File: src/rtl/alink_slave_mc.sv
// A-link Wishbone register slave: bridges the CPU bus to the A-link TX/RX FIFOs and per-chip scan/mask/busy controls.
// Optional RX-threshold/error interrupt and the IRQ_CTRL register at 0x14 are built when ALINK_IRQ_EN is defined.
module alink_slave_mc #(
  parameter int unsigned NUM_CH    = 32,
  parameter int unsigned RXCNT_W   = 10,
  parameter int unsigned TXCNT_W   = 11,
  parameter int unsigned FLUSH_LEN = 4
) (
  input  logic               clk,
  input  logic               rst_n,
  input  logic               ALINK_CYC_I,
  input  logic               ALINK_STB_I,
  input  logic               ALINK_WE_I,
  input  logic [5:0]         ALINK_ADR_I,
  input  logic [31:0]        ALINK_DAT_I,
  input  logic [3:0]         ALINK_SEL_I,
  output logic               ALINK_ACK_O,
  output logic               ALINK_ERR_O,
  output logic               ALINK_RTY_O,
  output logic [31:0]        ALINK_DAT_O,
  output logic               txfifo_push,
  output logic [31:0]        txfifo_din,
  input  logic               txfull,
  input  logic [TXCNT_W-1:0] txcnt,
  output logic               rxfifo_pop,
  input  logic [31:0]        rxfifo_dout,
  input  logic               rxempty,
  input  logic [RXCNT_W-1:0] rxcnt,
  output logic               reg_flush,
  output logic               reg_scan,
  output logic [NUM_CH-1:0]  reg_mask,
  input  logic [NUM_CH-1:0]  busy,
  output logic               irq
);

  localparam int unsigned FLW     = 8;
  localparam logic [31:0] DEAD    = 32'hDEADDEAD;
  localparam logic [5:0]  A_TX    = 6'h00;
  localparam logic [5:0]  A_STATE = 6'h04;
  localparam logic [5:0]  A_MASK  = 6'h08;
  localparam logic [5:0]  A_BUSY  = 6'h0C;
  localparam logic [5:0]  A_RX    = 6'h10;
`ifdef ALINK_IRQ_EN
  localparam logic [5:0]  A_IRQ   = 6'h14;
`endif

  logic           w_acc;
  logic           w_mapped;
  logic           w_wr;
  logic           w_rd;
  logic           w_tx_wr;
  logic           w_st_wr;
  logic           w_rx_rd;
  logic           w_tx_ok;
  logic [31:0]    w_state;
  logic [31:0]    w_rdata;
  logic [FLW-1:0] r_flush_cnt;
  logic           r_tx_ovf;
  logic           r_rx_udf;
  logic           w_unused;

`ifdef ALINK_IRQ_EN
  logic               r_rx_en;
  logic               r_err_en;
  logic [RXCNT_W-1:0] r_rx_thr;
  logic               w_irq_wr;
`endif

  assign w_unused    = ^{ALINK_CYC_I, ALINK_SEL_I};
  assign ALINK_RTY_O = 1'b0;

  // A new access is only taken while no response is being presented
  assign w_acc   = ALINK_STB_I & ~ALINK_ACK_O & ~ALINK_ERR_O;
  assign w_wr    = w_acc & w_mapped & ALINK_WE_I;
  assign w_rd    = w_acc & w_mapped & ~ALINK_WE_I;
  assign w_tx_wr = w_wr & (ALINK_ADR_I == A_TX);
  assign w_st_wr = w_wr & (ALINK_ADR_I == A_STATE);
  assign w_rx_rd = w_rd & (ALINK_ADR_I == A_RX);
  assign w_tx_ok = w_tx_wr & ~txfull & ~reg_flush;

  // Show-ahead RX FIFO: pop in the same cycle the head word is captured
  assign rxfifo_pop = w_rx_rd & ~rxempty;
  assign reg_flush  = (r_flush_cnt != '0);

  assign w_state = {reg_scan, rxempty, 14'(rxcnt), 12'(txcnt),
                    r_rx_udf, r_tx_ovf, reg_flush, txfull};

  // Address decode and read-data mux
  always_comb begin
    w_mapped = 1'b0;
    w_rdata  = DEAD;
    case (ALINK_ADR_I)
      A_TX:    w_mapped = 1'b1;
      A_STATE: begin w_mapped = 1'b1; w_rdata = w_state;     end
      A_MASK:  begin w_mapped = 1'b1; w_rdata = 32'(reg_mask); end
      A_BUSY:  begin w_mapped = 1'b1; w_rdata = 32'(busy);     end
      A_RX:    begin w_mapped = 1'b1; w_rdata = rxempty ? DEAD : rxfifo_dout; end
`ifdef ALINK_IRQ_EN
      A_IRQ:   begin
        w_mapped = 1'b1;
        w_rdata  = {2'b00, 14'(r_rx_thr), 14'd0, r_err_en, r_rx_en};
      end
`endif
      default: ;
    endcase
  end

  // Single-cycle ACK/ERR response with registered read data
  always_ff @(posedge clk or negedge rst_n) begin
    if (!rst_n) begin
      ALINK_ACK_O <= 1'b0;
      ALINK_ERR_O <= 1'b0;
      ALINK_DAT_O <= DEAD;
    end else begin
      ALINK_ACK_O <= w_acc & w_mapped;
      ALINK_ERR_O <= w_acc & ~w_mapped;
      if (w_acc) ALINK_DAT_O <= ALINK_WE_I ? DEAD : w_rdata;
    end
  end

  always_ff @(posedge clk or negedge rst_n) begin
    if (!rst_n) begin
      txfifo_push <= 1'b0;
      txfifo_din  <= '0;
    end else begin
      txfifo_push <= w_tx_ok;
      if (w_tx_ok) txfifo_din <= ALINK_DAT_I;
    end
  end

  // Sticky error flags: a set event takes priority over write-1-to-clear
  always_ff @(posedge clk or negedge rst_n) begin
    if (!rst_n) begin
      r_tx_ovf <= 1'b0;
      r_rx_udf <= 1'b0;
    end else begin
      if (w_tx_wr & txfull)                r_tx_ovf <= 1'b1;
      else if (w_st_wr & ALINK_DAT_I[2])   r_tx_ovf <= 1'b0;
      if (w_rx_rd & rxempty)               r_rx_udf <= 1'b1;
      else if (w_st_wr & ALINK_DAT_I[3])   r_rx_udf <= 1'b0;
    end
  end

  always_ff @(posedge clk or negedge rst_n) begin
    if (!rst_n) begin
      r_flush_cnt <= '0;
      reg_scan    <= 1'b0;
      reg_mask    <= '0;
    end else begin
      if (w_st_wr & ALINK_DAT_I[1]) r_flush_cnt <= FLW'(FLUSH_LEN);
      else if (reg_flush)           r_flush_cnt <= r_flush_cnt - FLW'(1);
      if (w_st_wr) reg_scan <= ALINK_DAT_I[31];
      if (w_wr & (ALINK_ADR_I == A_MASK)) reg_mask <= ALINK_DAT_I[NUM_CH-1:0];
    end
  end

`ifdef ALINK_IRQ_EN
  assign w_irq_wr = w_wr & (ALINK_ADR_I == A_IRQ);

  // Level interrupt: RX level at/above a nonzero threshold, or any sticky error
  always_ff @(posedge clk or negedge rst_n) begin
    if (!rst_n) begin
      r_rx_en  <= 1'b0;
      r_err_en <= 1'b0;
      r_rx_thr <= '0;
      irq      <= 1'b0;
    end else begin
      if (w_irq_wr) begin
        r_rx_en  <= ALINK_DAT_I[0];
        r_err_en <= ALINK_DAT_I[1];
        r_rx_thr <= ALINK_DAT_I[16 +: RXCNT_W];
      end
      irq <= (r_rx_en & (r_rx_thr != '0) & (rxcnt >= r_rx_thr)) |
             (r_err_en & (r_tx_ovf | r_rx_udf));
    end
  end
`else
  assign irq = 1'b0;
`endif

endmodule

File: config.mk
export PLATFORM = sky130hd
export DESIGN_NAME = alink_slave_mc
export DESIGN_NICKNAME = d
export VERILOG_FILES = /design/src/rtl/alink_slave_mc.sv
export SDC_FILE = /design/constraint.sdc
export NUM_CORES = 1
export LEC_CHECK = 0
export CAP_MARGIN = 10
export CORE_UTILIZATION = 42
export CTS_CLUSTER_SIZE = 10
export DETAILED_ROUTE_END_ITERATION = 16
export PLACE_DENSITY = 0.8
export SLEW_MARGIN = 10
export SYNTH_ARGS = -nofsm -noshare
export SYNTH_HDL_FRONTEND = slang
export SYNTH_SLANG_ARGS = --single-unit
File: constraint.sdc
create_clock -name clk -period 2.4 [get_ports clk]
set_input_delay 0.48 -clock clk [delete_from_list [all_inputs] [get_ports clk]]
set_output_delay 0.48 -clock clk [all_outputs]
set_load 0.02 [all_outputs]
==> results.json <==
{
  "ant_nets": 0,
  "slew_viol_final": 0,
  "r2r_slack_ns": 0.31,
  "fmax_ghz": 0.4293,
  "synthCells": 442,
  "ys_ff_latch": 110,
  "rows": 40,
  "slowest_delay_ns": 0.56,
  "busiest_layer": "met2",
  "post-synth-top-area-fraction_pct": 41.07,
  "critPathMaxFanout": 2,
  "critPathKind": "input port to output pin",
  "drt_iter0_drc": 207,
  "track_usage_pct": 26.30,
  "p_sw_mw": 1.069,
  "yosysSeqAreaShare_pct": 51.86,
  "place_congestion": 0.8396,
  "r2r_cells": 7,
  "synth_area_leaders": "dfrtp_1, dfstp_2, mux2_4, mux2_2, nor2_1",
  "rsz0062_at_grt": "false",
  "syn_avg_cell_area_um2": 12.13,
  "routed_wirelength_um": 16920,
  "endpoint_kind": "output pin",
  "worst_slew_pin_slew_ns": 0.5977,
  "finalNetCount": 832,
  "cts.reportedPaths.clkPinSlew_ns": 0.07,
  "cts.sinks": 110,
  "io_pins": 238,
  "reg2reg_to": "reg_mask[21]",
  "internal_power_mw": 3.106,
  "start_kind": "input port",
  "hold_class": "input port to async pin",
  "met3_usage_pct": 7.327,
  "fin_skew_ns": 0.007579,
  "syn-cell-area_um2": 5361,
  "first_global_vias": 5109,
  "viasPerCell": 5.467,
  "met2_usage_pct": 46.75,
  "io_buffers": 230,
  "dp_hpwl_um": 12240,
  "drt-pass1-iter-count": 4,
  "slowest_stage": "or4_4",
  "vias": 4751,
  "drive_gt1_share_pct": 23.40,
  "htreeDepth": 3,
  "slew-limit-headroom_pct": 60.15,
  "arrival_ns": 1.85,
  "root_buffer": "clkbuf_16",
  "post-route-util_pct": 68.99,
  "max_cap_viol_count": 0,
  "die_w_um": 115.0,
  "ys.flop_type": "dfrtp_1",
  "seqPwrFrac_pct": 48.8,
  "numCtsBuffers": 9,
  "clock_latency_ns": 0.36,
  "ir_worst_vdd_mv": 0.4629,
  "setup_violations": 0,
  "p_per_area_nw_per_um2": 495.6,
  "p_leak_nw": 3.665,
  "die_area_um2": 13220,
  "area_growth_pct": 57.13,
  "whs_ns": 0.1787,
  "status": "finished, final reports clean",
  "drc_errors": 0,
  "synth-edff-count": 0,
  "synthDistinctLibCells": 49,
  "worstPathCellList": "clkdlybuf4s50_1 > or4_4 > nor4_4 > buf_4",
  "clkPwrFrac_pct": 36.3,
  "yosysWarnings": 0,
  "fin_crit_ns": 2.329,
  "start_util_pct": 43.90,
  "async_reset_ff_share_pct": 100.0,
  "totalPowerFinal_mw": 4.175,
  "required_ns": 1.92,
  "synth_top_area_cell": "dfrtp_1",
  "grtUsageMet1_pct": 30.37,
  "grt_start_max_net_pins": 111,
  "fp.dieH_um": 115.0,
  "reg2reg_from": "ALINK_ACK_O",
  "cts_tree": "yes",
  "wl_per_cell_um": 19.47,
  "num_antenna_cells": 0,
  "cts_buffer_depth": 2,
  "grt_pass1_wl_um": 26160,
  "grt_overflow": 0,
  "hold_viol": 0,
  "hold_buffers": 0,
  "combPwrFrac_pct": 15.0,
  "p_sw_share_pct": 25.61,
  "period_share_pct": 97.06,
  "coreArea_um2": 12210,
  "antenna_found_initial": 0
}
==> state kept, by name, summed over array words and instances, names as in the netlist <==
| register | cells |
|---|---|
| txfifo_din | 32 |
| r_tx_ovf | 1 |
| ALINK_ACK_O | 1 |
| txfifo_push | 1 |
| reg_mask | 32 |
| r_flush_cnt | 8 |
| ALINK_ERR_O | 1 |
| reg_scan | 1 |
| ALINK_DAT_O | 32 |
| r_rx_udf | 1 |
==> cell type report <==
class | instances | area (um^2)
sequential | 110 | 2780
clock inverter | 7 | 73.82
inverter | 4 | 15.01
timing repair buffer | 276 | 2730
multi-input combinational | 295 | 2390
fill | 944 | 3787
tap | 168 | 210.2
clock buffer | 9 | 225.2
==> kinds of logic after synthesis <==
| group | after synthesis | synth area share (%) |
|---|---|---|
| DFF | 110 | 51.86 |
| AOI/OAI and AO/OA | 91 | 12.53 |
| adders and majority gates | 2 | 0.4667 |
| and+or+nand+nor | 118 | 12.07 |
| buffers and inverters | 38 | 4.131 |
| other | 1 | 0.06994 |
| xor gates and xnor gates | 5 | 0.8170 |
| muxes | 77 | 18.06 |
==> cell usage after synthesis (2+ instances only) <==
library cell	number
or3b_2	2
nand3_1	4
mux2_4	30
clkbuf_1	13
mux2_2	33
inv_1	4
nor4_4	3
or4_1	3
a2bb2oi_1	22
a31oi_1	30
a21oi_1	2
o2bb2ai_1	2
nand2b_1	3
a211oi_1	2
dfrtp_1	88
nor2_1	55
buf_6	7
nand2_1	15
buf_4	4
and2_0	8
dfstp_2	22
nand4_1	4
and3_1	3
buf_2	9
a22oi_1	17
xnor2_1	2
o21ai_0	2
mux2i_1	9
nor3_1	6
xor2_1	3
mux2_1	5
o211ai_1	10
ha_1	2
nor3b_2	3
==> power groups by stage <==
| stage | combinational [mW] | sequential, mW | clock [mW] |
|---|---|---|---|
| CTS | 0.627 | 2.03 | 1.55 |
| global route | 0.670 | 2.05 | 1.62 |
| global placement | 0.602 | 2.06 | 0 |
| floorplan | 0.199 | 2.08 | 0 |
| finish | 0.625 | 2.04 | 1.51 |
| detailed placement | 0.624 | 2.07 | 0 |
==> layout by cell type, fill, tap and decap left out, types with 3 or more instances in the layout <==
cell type / Yosys / final
mux2_1: 5 / 5
o211ai_1: 10 / 10
nand3_1: 4 / 4
mux2_4: 30 / 30
a22oi_1: 17 / 17
xor2_1: 3 / 3
and2_0: 8 / 8
a31oi_1: 30 / 30
mux2i_1: 9 / 9
buf_4: 4 / 41
buf_12: 0 / 7
a2bb2oi_1: 22 / 22
nor2_1: 55 / 55
dfrtp_1: 88 / 88
nand2_1: 15 / 15
inv_1: 4 / 4
nor3_1: 6 / 6
clkbuf_16: 0 / 9
nand4_1: 4 / 4
nand2b_1: 3 / 3
mux2_2: 33 / 33
nor4_4: 3 / 3
clkdlybuf4s50_1: 0 / 225
dfstp_2: 22 / 22
==> critical path, delay by kind of cell <==
family        cells  cell delay, ns
simple gates      2            0.75
buf+inv           2            0.61
==> through the flow <==
stage                     setup WS [ns]  setup TNS [ns]  instances  cell area, um^2
after floorplan                 0.04741               0        443             5365
after global placement          -0.6359          -22.09        853             8117
after detailed placement        -0.6297          -23.73        853             8117
after CTS                      0.001501               0        869             8418
after global routing           0.003621               0        869             8424
final                           0.07063               0        869             8424
==> worst max path at each step <==
| stage | start | endpoint | slack, ns | depth (start not counted) |
|---|---|---|---|---|
| floorplan | ALINK_WE_I | rxfifo_pop | 0.05 | 3 |
| global placement | ALINK_WE_I | rxfifo_pop | -0.64 | 4 |
| detailed placement | ALINK_WE_I | rxfifo_pop | -0.63 | 4 |
| CTS | r_flush_cnt[3] | reg_flush | 0.002 | 3 |
| global route | ALINK_ADR_I[1] | reg_mask[19] | 0.004 | 7 |
| finish | ALINK_ADR_I[1] | rxfifo_pop | 0.07 | 4 |
==> metal layers <==
metal	vias up	routed length (um)
li1	2125	-
met1	2389	6765
met2	198	8702
met3	39	1053
met4	0	398
met5	-	0
==> what timing repair did <==
| action | 4_1_cts | 5_1_grt |
|---|---|---|
| pin swaps | 1 | 2 |
| hold endpoints to repair | 0 | 0 |
| endpoints found under the setup margin | 1 | 5 |
| gates resized for setup | 9 | 2 |
| buffers inserted | 0 | 0 |
(Power assumes the default switching activity.)
